`src/rtl/uart_rx_display_buffer.sv`:
```
// Receive-byte front end for the four-digit LED display: edge-detects Rx_VALID,
// drops errored bytes, shifts good bytes into a hex window and tracks error stats.
module uart_rx_display_buffer #(
  parameter logic [7:0]  CLR_CODE = 8'h1B,
  parameter int unsigned ERR_HOLD = 1000
) (
  input  logic        clk,
  input  logic        reset,
  input  logic [7:0]  Rx_DATA,
  input  logic        Rx_VALID,
  input  logic        Rx_FERROR,
  input  logic        Rx_PERROR,
  output logic [15:0] Data_out,
  output logic [3:0]  Blank,
  output logic        Err_flag,
  output logic [7:0]  Err_count,
  output logic [7:0]  Byte_count
);

  // State encoding doubles as the blank mask, so Blank is a plain register decode.
  typedef enum logic [3:0] {
    EMPTY = 4'b1111,
    HALF  = 4'b1100,
    FULL  = 4'b0000
  } fill_e;

  localparam logic [15:0] HOLD_LD = 16'(ERR_HOLD);

  fill_e       state, state_nxt;
  logic        valid_d;
  logic [15:0] hold_cnt;
  logic        ev, is_err, is_clr, is_data;

  assign ev      = Rx_VALID & ~valid_d;
  assign is_err  = ev & (Rx_FERROR | Rx_PERROR);
  assign is_clr  = ev & ~is_err & (Rx_DATA == CLR_CODE);
  assign is_data = ev & ~is_err & (Rx_DATA != CLR_CODE);

  // valid_d keeps following Rx_VALID through reset so a byte still presented
  // when reset releases is not mistaken for a new one.
  always_ff @(posedge clk) valid_d <= Rx_VALID;

  always_ff @(posedge clk) begin
    if (reset) state <= EMPTY;
    else       state <= state_nxt;
  end

  always_comb begin
    state_nxt = state;
    if (is_clr) begin
      state_nxt = EMPTY;
    end else if (is_data) begin
      case (state)
        EMPTY:   state_nxt = HALF;
        HALF:    state_nxt = FULL;
        default: state_nxt = FULL;
      endcase
    end
  end

  assign Blank = state;

  always_ff @(posedge clk) begin
    if (reset) begin
      Data_out   <= 16'h0000;
      Byte_count <= 8'd0;
    end else if (is_clr) begin
      Data_out   <= 16'h0000;
    end else if (is_data) begin
      Data_out   <= {Data_out[7:0], Rx_DATA};
      Byte_count <= Byte_count + 8'd1;
    end
  end

  // Flag is registered alongside the counter and drops the cycle the counter hits 0.
  always_ff @(posedge clk) begin
    if (reset) begin
      hold_cnt  <= 16'd0;
      Err_flag  <= 1'b0;
      Err_count <= 8'd0;
    end else if (is_err) begin
      hold_cnt  <= HOLD_LD;
      Err_flag  <= 1'b1;
      if (Err_count != 8'hFF) Err_count <= Err_count + 8'd1;
    end else if (hold_cnt != 16'd0) begin
      hold_cnt  <= hold_cnt - 16'd1;
      Err_flag  <= (hold_cnt > 16'd1);
    end else begin
      Err_flag  <= 1'b0;
    end
  end

endmodule
```
`config.mk`:
```
export PLATFORM = sky130hd
export DESIGN_NAME = uart_rx_display_buffer
export DESIGN_NICKNAME = d
export VERILOG_FILES = /design/src/rtl/uart_rx_display_buffer.sv
export SDC_FILE = /design/constraint.sdc
export NUM_CORES = 1
export LEC_CHECK = 0
export ABC_AREA = 1
export BUFFER_PORTS_ARGS = -buffer_cell sky130_fd_sc_hd__clkbuf_2
export CAP_MARGIN = 20
export CORE_MARGIN = 5
export CORE_UTILIZATION = 35
export CTS_CLUSTER_DIAMETER = 60
export CTS_CLUSTER_SIZE = 28
export DETAILED_ROUTE_END_ITERATION = 7
export HOLD_SLACK_MARGIN = 0.03
export PLACE_DENSITY = 0.62
export RECOVER_POWER = 25
export SKIP_CTS_REPAIR_TIMING = 1
export SLEW_MARGIN = 20
export SYNTH_ARGS = -nofsm -noshare
export SYNTH_HDL_FRONTEND = slang
export SYNTH_SLANG_ARGS = --single-unit
export TNS_END_PERCENT = 30
```
`constraint.sdc`:
```
create_clock -name clk -period 1.8 [get_ports clk]
set_clock_uncertainty 0.1 [all_clocks]
set_input_delay 0 -clock clk [delete_from_list [all_inputs] [get_ports clk]]
set_output_delay 0 -clock clk [all_outputs]
set_load 0.1 [all_outputs]
```
Word-level counts from Yosys, hierarchy flattened

Cells that the tools add are included.

Word-level logic and storage cells: 36
Register bits after elaboration: 54

Mux-type cells: 5
Add/sub/neg operators: 3
Equal/unequal tests: 4
Reductions and logical operators: 6
Bitwise gates (word level): 9
Magnitude comparators: 1

Operator list:

| operator                                                        | count |
|---|---|
| two-way mux 10 bit                                              | 2 |
| adder 8 x 1 -> 8 bit (second input constant)                    | 2 |
| greater-than comparator 16 x 1 -> 1 bit (second input constant) | 1 |
| nonzero test 16 bit                                             | 1 |
| subtractor 16 x 1 -> 16 bit (second input constant)             | 1 |
| == test 8 x 5 -> 1 bit (second input constant)                  | 1 |
| inequality test 8 x 5 -> 1 bit (second input constant)          | 1 |
| inequality test 8 bit (second input constant)                   | 1 |
| bitwise AND 1 bit                                               | 5 |
| == test 4 bit (second input constant)                           | 1 |
| two-way mux 4 bit                                               | 1 |
| AND reduction 2 bit                                             | 2 |
| OR reduction 2 bit                                              | 2 |
| inverter 1 bit                                                  | 3 |
| two-way mux 1 bit                                               | 2 |
| nonzero test 2 bit                                              | 1 |
| bitwise OR 1 bit                                                | 1 |

Depth between registers and ports, before layout

Depth after elaboration: 8
Gate-level depth with buffers: 9

Worst setup path before layout

No wires, ideal clock.

Path kind: register to register
From: reg Err_count[0]
To: reg Err_count[7]
Stages on the path, launching flop included: 9
Library setup time: 0.119 ns
Data arrival time: 2.008 ns
Slack: -0.427 ns
Cell sequence: dfxtp_1 > ha_1 > nand2_1 > nor2_1 > nand2_1 > nand2_1 > inv_2 > a21oi_1 > nor2_1

Longest elaborated chain between the ends: 2

RTL lines:

| item                                                                         | RTL line | text |
|---|---|---|
| start, declared                                                              | 16       | `output logic [7:0] Err_count,` |
| start signal, assigned                                                       | 84       | `if (Err_count != 8'hFF) Err_count <= Err_count + 8'd1;` |
| parallel branches: the longest is 2 deep, another holds adder 8 x 1 -> 8 bit | n/a      |  |

Parallel ways; which one is timed is not known.
A chain may end at the register's enable or synchronous reset.

Final worst setup path

From: reg hold_cnt[0]
To: reg hold_cnt[8]

Longest elaborated chain between the ends: 3

RTL lines:

| item                        | RTL line | text |
|---|---|---|
| start, declared             | 31       | `logic [15:0] hold_cnt;` |
| start signal, assigned      | 86       | `hold_cnt <= hold_cnt - 16'd1;` |
| subtractor 16 x 1 -> 16 bit | 86       |  |
| two-way mux 10 bit          | 85       | `end else if (hold_cnt != 16'd0) begin` |
| two-way mux 10 bit          | 81       | `end else if (is_err) begin` |

Several ways; a longest one is shown, not always the timed one. The select of a mux whose other input is x is not followed.

==> impl_metrics.tcl <==
set metrics [dict create \
    layout_common_cells "nand2_1 (95), clkbuf_2 (49), dfxtp_1 (47), nand3_1 (43)" \
    worst_slew_pin_slew_ns 0.553 \
    cts_tree "done" \
    grt_max_degree 25 \
    final_antenna_net_count 0 \
    synth_edf_count 0 \
    numClockSinks 52 \
    vias 2453 \
    outcome "completed" \
    relSlewSlack_pct 63.3 \
    numCtsBuffers 5 \
    p_per_area_mw_per_mm2 1210 \
    cp.arrival_ns 1.72 \
    portBuffers 49 \
    ys_seq_area_share_pct 40.5 \
    fmax_mhz 631 \
    post_drt_wl_per_cell_um 11.5 \
    hpwl_um 4460 \
    clkTransAtPathRegs_ns 0.10 \
    core_mm2 0.00721 \
    grt_antenna_before_repair 0 \
    overflow 0 \
    design_area_mm2 0.00311 \
    yosys.area_share.simple_pct 34.9 \
    die-area_mm2 0.00915 \
    synth_fa_ha_area_share_pct 1.95 \
    start_util_pct 35.6 \
    crit_chain "inv_1, ha_1, nand3_4, nor2_4, inv_1, nor2_1, nand2_1, a21oi_1" \
    critPathKind "reg2reg" \
    area_growth_syn_to_layout_pct 21.2 \
    critPathBufInv 2 \
    ys_warn_count 0 \
    cp.required_ns 1.93 \
    num_rows 31 \
    path_delay_family "simple AND/OR/NAND/NOR gates" \
    setup_viol 0 \
    hp-class "in2reg" \
    synth_cells 367 \
    grt_pass1_wl_um 9730 \
    path_max_fanout 5 \
    synth_cell_type_count 29 \
    track_usage_pct 13.4 \
    gp_congestion 0.807 \
    fin_crit_sh_pct 88.0 \
    cts-root-buf "clkbuf_8" \
    syn_area_mm2 0.00257 \
    synth_mux_area_share_pct 0 \
    firstDrtPassIters 4 \
    die_w_um 95.7 \
    end_kind "flop" \
    synth_top_family_by_area "simple AND/OR/NAND/NOR gates" \
    layout_commonest_cell "nand2_1" \
    synth_xor_area_share_pct 2.05 \
    cpMostUsedCell "inv_1" \
    grt_setup_unrepaired "no" \
    die_h_um 95.7 \
    layout-drive-gt1-share_pct 19.8 \
    drt_iter0_markers 133 \
    dp_slack_ns 0.130 \
    clock_latency_ns 0.30 \
    ys_ff_latch 52 \
    n_antenna_cell 0 \
    min_period_ns 1.58 \
    placed_cell_area_mm2 0.00291 \
    cp_slowest_cell "dfxtp_1" \
    synth_nets 384 \
    wirelength_um 6070 \
    io_pins 50 \
    slew_viol_final 0 \
    drc 0 \
    async_flop_share_pct 0 \
    hold_violations 0 \
    peakVddDrop_v 0.000478 \
    avgSynthCellArea_um2 7.00 \
    synth-main-ff-cell "dfxtp_1" \
    viasPerCell 4.64 \
    cts.path.max_buffers 2 \
    first_global_vias 2216 \
    htree_levels 2 \
    synth_compound_area_share_pct 11.3 \
    post-route-worst-setup-slack_ns 0.215 \
    p_leak_nw 1.40 \
    cpPeakStageDelay_ns 0.35 \
    final_core_util_pct 43.1 \
    layout.nets 446 \
    start_kind "flop" \
    maxCapViolations 0 \
]
-- flip-flops by register name (all words and copies together), names as in the netlist --
signal / count
Blank: 2
valid_d: 1
Byte_count: 8
hold_cnt: 16
Data_out: 16
Err_count: 8
Err_flag: 1
-- routing by layer --
layer  share of wire [%]  wire, µm  track usage [%]  vias to the layer above
li1                    -         -                -                     1295
met1                  45      2750             16.9                     1113
met2                  50      3050             22.2                       41
met3                 3.6       219             3.00                        4
met4                0.84        51             4.74                        0
met5                   0         0                0                        -
-- through the flow --
| step | instances | hold slack, ns | power (mW) | TNS [ns] |
|---|---|---|---|---|
| 3_3_place_gp | 511 | 0.0748 | 3.03 | 0 |
| 2_1_floorplan | 367 | -0.0723 | 2.74 | -0.177 |
| 5_1_grt | 529 | 0.135 | 4.08 | 0 |
| 3_5_place_dp | 511 | 0.0769 | 3.04 | 0 |
| 4_1_cts | 519 | -0.252 | 3.74 | 0 |
| 6_report | 529 | 0.111 | 3.76 | 0 |
-- Yosys cell counts (2+ instances only) --
| master | count | area (µm²) |
|---|---|---|
| nand4_1 | 4 | 25.0 |
| dfxtp_1 | 52 | 1040 |
| nor3_1 | 3 | 15.0 |
| nand3b_1 | 2 | 15.0 |
| xor2_1 | 5 | 43.8 |
| a21oi_1 | 41 | 205 |
| nor3_2 | 2 | 20.0 |
| buf_6 | 3 | 33.8 |
| nand2_2 | 4 | 25.0 |
| nor2_1 | 41 | 154 |
| buf_4 | 7 | 52.6 |
| ha_1 | 4 | 50.1 |
| nor2_2 | 2 | 12.5 |
| inv_2 | 2 | 7.51 |
| nand3_1 | 43 | 215 |
| inv_1 | 36 | 135 |
| nand2_1 | 95 | 357 |
| nor2_4 | 2 | 22.5 |
| o21ai_0 | 8 | 40.0 |
| o21bai_1 | 2 | 15.0 |
-- where the power goes --
part           internal (mW)  switching (mW)  leakage [nW]
registers               1.31           0.143         0.426
clock network          0.313           0.370        0.0445
logic                  0.551            1.07         0.933
total                   2.18            1.59          1.40
-- area by class of cell --
| cell class | count | area [µm²] |
|---|---|---|
| timing repair buffer | 67 | 405 |
| tap | 99 | 124 |
| inverter | 38 | 143 |
| fill | 776 | 4100 |
| clock inverter | 1 | 7.51 |
| sequential | 52 | 1050 |
| clock buffer | 7 | 86.3 |
| multi-input combinational | 265 | 1300 |
-- final timing paths --
path                   to  depth (start not counted)          from  slack, ns
max reg2reg   hold_cnt[8]                          8   hold_cnt[0]       0.22
max           hold_cnt[8]                          8   hold_cnt[0]       0.22
min reg2reg  Data_out[11]                          2  Data_out[11]       0.37
min           Data_out[1]                          6     Rx_PERROR       0.11
-- tightest hold or removal path, stage by stage --
cell and delay [ns]:
clkbuf_2 0.08, inv_1 0.05, nand2_1 0.12, nor2_4 0.08, nand3_1 0.08, a21oi_1 0.06
-- cell families (layout without fill, tap and decap cells) --
kind of cell	Yosys count	after routing
buffers and inverters	50	113
adder cells (fa/ha/maj)	4	4
XOR/XNOR	6	6
AO/OA/AOI/OAI	54	54
AND/OR/NAND/NOR	201	201
flip-flops	52	52
No activity file was read; power rests on OpenSTA's default activity.
